==> config.mk <==
export PLATFORM = sky130hd
export DESIGN_NAME = regfile_dump_flat
export DESIGN_NICKNAME = d
export VERILOG_FILES = /design/src/rtl/regfile_dump_if.sv /design/src/rtl/regfile_dump.sv /design/src/flat_wrapper.sv
export SDC_FILE = /design/constraint.sdc
export NUM_CORES = 1
export LEC_CHECK = 0
export BUFFER_PORTS_ARGS = -buffer_cell sky130_fd_sc_hd__buf_2
export CORE_MARGIN = 2
export CORE_UTILIZATION = 48
export DETAILED_ROUTE_END_ITERATION = 6
export PLACE_DENSITY_LB_ADDON = 0.3
export SLEW_MARGIN = 20
export SYNTH_ARGS = -nofsm -noshare
export SYNTH_HDL_FRONTEND = slang
export SYNTH_SLANG_ARGS = --single-unit
==> constraint.sdc <==
create_clock -name clk -period 4.86 [get_ports clk]
set_input_delay 1.458 -clock clk [delete_from_list [all_inputs] [get_ports clk]]
set_output_delay 1.458 -clock clk [all_outputs]
set_load 0.05 [all_outputs]
==> src/rtl/regfile_dump_if.sv <==
// regfile_dump_if: regfile read port, control and valid/ready stream bundle for regfile_dump
interface regfile_dump_if;
  logic        start;
  logic [4:0]  rf_addr;
  logic [63:0] rf_data;
  logic        busy;
  logic        done;
  logic        out_valid;
  logic        out_ready;
  logic [4:0]  out_addr;
  logic [63:0] out_data;
  logic        out_last;
  logic        out_chk;
  modport master (
    input  start, rf_data, out_ready,
    output rf_addr, busy, done, out_valid, out_addr, out_data, out_last, out_chk
  );
  modport slave (
    output start, rf_data, out_ready,
    input  rf_addr, busy, done, out_valid, out_addr, out_data, out_last, out_chk
  );
endinterface

==> src/rtl/regfile_dump.sv <==
// regfile_dump: streams x0..x31 over valid/ready; REGFILE_DUMP_CRC_EN appends an XOR checksum word
module regfile_dump (
  input logic            clk,
  input logic            rst,
  regfile_dump_if.master bus
);
  localparam logic [1:0] S_IDLE = 2'd0, S_LOAD = 2'd1, S_SEND = 2'd2, S_DONE = 2'd3;
`ifdef REGFILE_DUMP_CRC_EN
  localparam logic [5:0] LAST = 6'd32;
`else
  localparam logic [5:0] LAST = 6'd31;
`endif
  logic [1:0]  r_state;
  logic [5:0]  r_idx;
  logic [63:0] r_data;
  logic [4:0]  r_addr;
  logic [63:0] w_load;
  logic        w_last;
  assign w_last        = r_state == S_SEND && r_idx == LAST;
  assign bus.rf_addr   = r_state == S_LOAD ? r_idx[4:0] : 5'd0;
  assign bus.busy      = r_state != S_IDLE;
  assign bus.done      = r_state == S_DONE;
  assign bus.out_valid = r_state == S_SEND;
  assign bus.out_addr  = r_addr;
  assign bus.out_data  = r_data;
  assign bus.out_last  = w_last;
`ifdef REGFILE_DUMP_CRC_EN
  logic [63:0] r_chk;
  // idx 32 is the checksum slot: its out_addr wraps to 0 via idx[4:0]
  assign bus.out_chk = r_state == S_SEND && r_idx[5];
  assign w_load      = r_idx[5] ? r_chk : bus.rf_data;
  always_ff @(posedge clk) begin
    if (rst) r_chk <= '0;
    else if (r_state == S_IDLE && bus.start) r_chk <= '0;
    else if (r_state == S_LOAD && !r_idx[5]) r_chk <= r_chk ^ bus.rf_data;
  end
`else
  assign bus.out_chk = 1'b0;
  assign w_load      = bus.rf_data;
`endif
  always_ff @(posedge clk) begin
    if (rst) begin
      r_state <= S_IDLE;
      r_idx   <= '0;
      r_data  <= '0;
      r_addr  <= '0;
    end else begin
      case (r_state)
        S_IDLE: if (bus.start) begin
          r_idx   <= '0;
          r_state <= S_LOAD;
        end
        S_LOAD: begin
          r_data  <= w_load;
          r_addr  <= r_idx[4:0];
          r_state <= S_SEND;
        end
        S_SEND: if (bus.out_ready) begin
          r_state <= w_last ? S_DONE : S_LOAD;
          r_idx   <= w_last ? r_idx : r_idx + 6'd1;
        end
        default: r_state <= S_IDLE;
      endcase
    end
  end
endmodule
==> src/flat_wrapper.sv <==
// flat-port wrapper written by rule: the top's interface ports become plain ports
module regfile_dump_flat 
  (clk, rst, bus_start, bus_rf_data, bus_out_ready, bus_rf_addr, bus_busy, bus_done, bus_out_valid, bus_out_addr, bus_out_data, bus_out_last, bus_out_chk);
  regfile_dump_if bus_i ();
  input logic clk;
  input logic rst;
  input wire logic [$bits(bus_i.start)-1:0] bus_start;
  input wire logic [$bits(bus_i.rf_data)-1:0] bus_rf_data;
  input wire logic [$bits(bus_i.out_ready)-1:0] bus_out_ready;
  output wire logic [$bits(bus_i.rf_addr)-1:0] bus_rf_addr;
  output wire logic [$bits(bus_i.busy)-1:0] bus_busy;
  output wire logic [$bits(bus_i.done)-1:0] bus_done;
  output wire logic [$bits(bus_i.out_valid)-1:0] bus_out_valid;
  output wire logic [$bits(bus_i.out_addr)-1:0] bus_out_addr;
  output wire logic [$bits(bus_i.out_data)-1:0] bus_out_data;
  output wire logic [$bits(bus_i.out_last)-1:0] bus_out_last;
  output wire logic [$bits(bus_i.out_chk)-1:0] bus_out_chk;
  assign bus_i.start = bus_start;
  assign bus_i.rf_data = bus_rf_data;
  assign bus_i.out_ready = bus_out_ready;
  assign bus_rf_addr = bus_i.rf_addr;
  assign bus_busy = bus_i.busy;
  assign bus_done = bus_i.done;
  assign bus_out_valid = bus_i.out_valid;
  assign bus_out_addr = bus_i.out_addr;
  assign bus_out_data = bus_i.out_data;
  assign bus_out_last = bus_i.out_last;
  assign bus_out_chk = bus_i.out_chk;
  regfile_dump u_core (.clk(clk), .rst(rst), .bus(bus_i));
endmodule
# ---- Yosys cells after proc, flatten, opt, wreduce, memory -nomap -nowiden
# Index checks and enable logic that the tools add are counted.
dict set report word_totals {
  register_bits 77
  input_bits 68
  out_inout_bits 79
  elab_cells 27
}
dict set report classes {
  add_sub_neg 1
  eq_ne 7
  mux 9
  n_reduce_logical 6
}
# cell count
set ops {}
lappend ops {{two-way mux 6 bit} 3}
lappend ops {{case mux 6 bit (2 select lines)} 1}
lappend ops {{adder 6 x 1 -> 6 bit, second input constant} 1}
lappend ops {{== test 6 x 5 -> 1 bit, second input constant} 1}
lappend ops {{two-way mux 2 bit} 3}
lappend ops {{!= test 2 bit, second input constant} 3}
lappend ops {{case mux 2 bit (3 select lines)} 1}
lappend ops {{two-way mux 5 bit} 1}
lappend ops {{== test 2 bit, second input constant} 2}
lappend ops {{AND reduction 4 bit} 1}
lappend ops {{nonzero test 2 bit} 2}
lappend ops {{== test 2 x 1 -> 1 bit, second input constant} 1}
lappend ops {{zero test 2 bit} 1}
lappend ops {{AND reduction 2 bit} 1}
lappend ops {{logical AND 1 bit} 1}

# ---- Longest topological paths before layout
dict set report depth {
  depth_word 5
  depth_mapped 7
  ltp_nobuf 5
}

# ---- Worst setup path after synthesis
# OpenSTA, ideal clock, no wires.
dict set report synth_timing {
  path_kind {flip-flop to output port}
  startpoint {register u_core.r_idx[0]}
  endpoint {output bus_out_last}
  arrival_time_ns 1.474
  required_ns 3.402
  setup_slack_ns 1.928
  path_stages_with_launch 5
  path_buffers 0
  path_cell_list {dfxtp_1 ha_1 and3_1 nand2_1 nor2_1}
}
dict set report synth_via {
  elab_chain_len 2
}
# item line
set synth_rtl {}
lappend synth_rtl {{from (decl)} regfile_dump.sv:14} ;# logic [5:0] r_idx;
lappend synth_rtl {{from (signal assigned)} regfile_dump.sv:60} ;# r_idx <= w_last ? r_idx : r_idx + 6'd1;
lappend synth_rtl {{== test 6 x 5 -> 1 bit} regfile_dump.sv:19} ;# assign w_last = r_state == S_SEND && r_idx == LAST;
lappend synth_rtl {{logical AND 1 bit} regfile_dump.sv:19}
lappend synth_rtl {{to (decl)} flat_wrapper.sv:16} ;# output wire logic [$bits(bus_i.out_last)-1:0] bus_out_last;
# Every way passes these cells.

# ---- Final worst setup path
dict set report layout_timing {
  startpoint {register u_core.r_state[0]}
  endpoint {output bus_rf_addr[1]}
}
dict set report layout_via {
  elab_chain_len 2
}
# item line
set layout_rtl {}
lappend layout_rtl {{from (decl)} regfile_dump.sv:13} ;# logic [1:0] r_state;
lappend layout_rtl {{from (signal assigned)} regfile_dump.sv:59} ;# r_state <= w_last ? S_DONE : S_LOAD;
lappend layout_rtl {{== test 2 x 1 -> 1 bit} regfile_dump.sv:20} ;# assign bus.rf_addr = r_state == S_LOAD ? r_idx[4:0] : 5'd0;
lappend layout_rtl {{two-way mux 5 bit} regfile_dump.sv:20}
lappend layout_rtl {{to (decl)} flat_wrapper.sv:10} ;# output wire logic [$bits(bus_i.rf_addr)-1:0] bus_rf_addr;
# Every way passes these cells.

==> qor.yml <==
start_kind: "flop"
synth_compound_area_share_pct: 15.53
gp_congestion: 0.7775
io_pins: 147
synthAdderAreaFrac_pct: 0.4450
synth_top_family_by_area: "simple AND/OR/NAND/NOR gates"
drt-total-wl_um: 6863
clock_sinks: 77
antenna_left: 0
drt-vias-per-instance: 4.801
wire_per_inst_um: 11.98
p_leak_nw: 1.792
fin_crit_ns: 3.400
ir_worst_vdd_mv: 0.2133
ys_seq_area_share_pct: 54.83
drt_iter0_drc: 116
drc: 0
syn_to_final_growth_pct: 33.24
cts_made_buffers: 9
cts_tree: "done"
hp-class: "reg2reg"
drv_slew: 0
post_cts.repair.setup_buffers: 0
antenna_found_initial: 0
cts.clk_slew.worst_paths_ns: 0.07
r2r_slack_ns: 2.93
synth_cells: 363
worst_slack_ns: 1.460
synth_edf_count: 0
grt_pass1_wl_um: 10550
finalNetCount: 565
grt_pass1_vias: 2502
ys_ff_latch: 77
slew_headroom_pct: 52.13
cts_resized: 0
async_flop_share_pct: 0
synthXorXnorAreaFrac_pct: 0
crit_required_ns: 3.40
num-fill-cells: 503
ctsHoldBuffers: 0
critPathKind: "reg2out"
outcome: "completed"
drt_first_pass_iters: 4
finalSetupTns_ns: 0
max_cap_viol_count: 0
ys.flop_type: "dfxtp_1"
die_height_um: 80.53
final_cell_mix: "145 x nand2_1, 145 x buf_2, 77 x dfxtp_1, 74 x a21oi_1, 10 x clkbuf_8"
post-route-period-util_pct: 69.96
syn-num-nets: 432
rows: 27
synthSimpleGateAreaFrac_pct: 23.85
rsz0062_at_grt: "false"
synthMuxAreaShare_pct: 0.3560
worst_pin_slew_ns: 0.7180
start_util_pct: 50.44
vias: 2751
root_buffer: "clkbuf_8"
grt.total_usage_pct: 20.99
port_buffers: 145
setup_viol: 0
antenna_cells: 0
grt_max_degree: 42
fp.dieW_um: 80.53
die_area_um2: 6485
cts_max_level: 3
endpoint_kind: "output port"
avgSynthCellArea_um2: 7.745
post-place-ws_ns: 1.787
yosys.cell_types.count: 30
hpwl_um: 4851
clock_skew_ns: 0.008213
overflow: 0
p_per_area_nw_per_um2: 370.6
timing.fmax_mhz: 294.1
syn_area_um2: 2811
clk-insertion-delay-late_ns: 0.33
arrival_ns: 1.94
total_power_w: 0.001388
final_hold_viol_count: 0
drive_above_1_share_pct: 33.53
worst-path-max-fanout: 28
clock_path_buffers: 2
yosys_warnings: 0
coreArea_um2: 5574
[sequential cells by signal, summed over array words and instances (netlist names)]
name                 count
u_core.r_idx             6
u_core.r_state           2
u_core.bus.out_addr      5
u_core.bus.out_data     64
[Yosys cell counts, drive strengths merged (2+ instances only)]
master	instances	share of area (%)
clkbuf	22	3.0
or2	2	0.44
a21oi	74	13
or3b	2	0.62
buf	5	1.1
inv	6	0.80
nor2b	3	0.67
nand2b	2	0.44
nand2	145	19
nor2	5	0.67
o21ai	4	0.71
and3	2	0.44
dfxtp	77	55
[worst paths after layout]
kind | start | depth (start not counted) | end
max | u_core.r_state[0] | 4 | bus_rf_addr[1]
min | u_core.bus.out_data[41] | 2 | u_core.bus.out_data[41]
max reg2reg | u_core.r_state[1] | 4 | u_core.bus.out_data[28]
min reg2reg | u_core.bus.out_data[41] | 2 | u_core.bus.out_data[41]
[stage by stage]
stage	util, %	cell area [um2]	cells	hold WS, ns
after detailed placement	63.75	3553	557	0.4430
after global routing	67.21	3746	573	0.4666
final	67.21	3746	573	0.4511
after CTS	67.21	3746	573	0.4536
after global placement	63.75	3553	557	0.4384
after floorplan	-	2811	363	0.4521
[per-layer routing]
layer / routed length [um] / up-vias / track usage [%]
met3: 676 / 8 / 6.067
li1: - / 1431 / -
met5: 0 / - / 0
met2: 3229 / 106 / 37.17
met4: 80 / 0 / 10.17
met1: 2877 / 1206 / 22.81
[where the power goes]
part           leakage [nW]  internal [W]  switching (W)
sequential            0.627      0.000660      0.0000155
combinational          1.07     0.0000643       0.000181
clock                0.0964      0.000250       0.000217
[logic make-up (layout without fill, tap and decap cells)]
kind of cell / count (synthesis) / in the layout
compound gates: 84 / 84
simple gates: 166 / 166
mux: 1 / 1
buf+inv: 33 / 171
flops: 77 / 77
other cells: 1 / 1
fa+ha+maj: 1 / 1
[area by class of cell]
| cell class | count | area, um2 | area share, % |
|---|---|---|---|
| clock inverter | 4 | 47.55 | 1.269 |
| sequential | 77 | 1541 | 41.15 |
| multi-input combinational | 253 | 1144 | 30.53 |
| tap | 72 | 90.09 | 2.405 |
| inverter | 6 | 22.52 | 0.6012 |
| timing repair buffer | 149 | 755.7 | 20.17 |
| clock buffer | 12 | 145.1 | 3.874 |
[worst max-delay path: stages, from the launching register on]
cell and delay, ns:
dfxtp_1 0.49, nor2b_4 0.61, nand2_1 0.16, inv_1 0.08, buf_2 0.26
(Power assumes the default switching activity.)
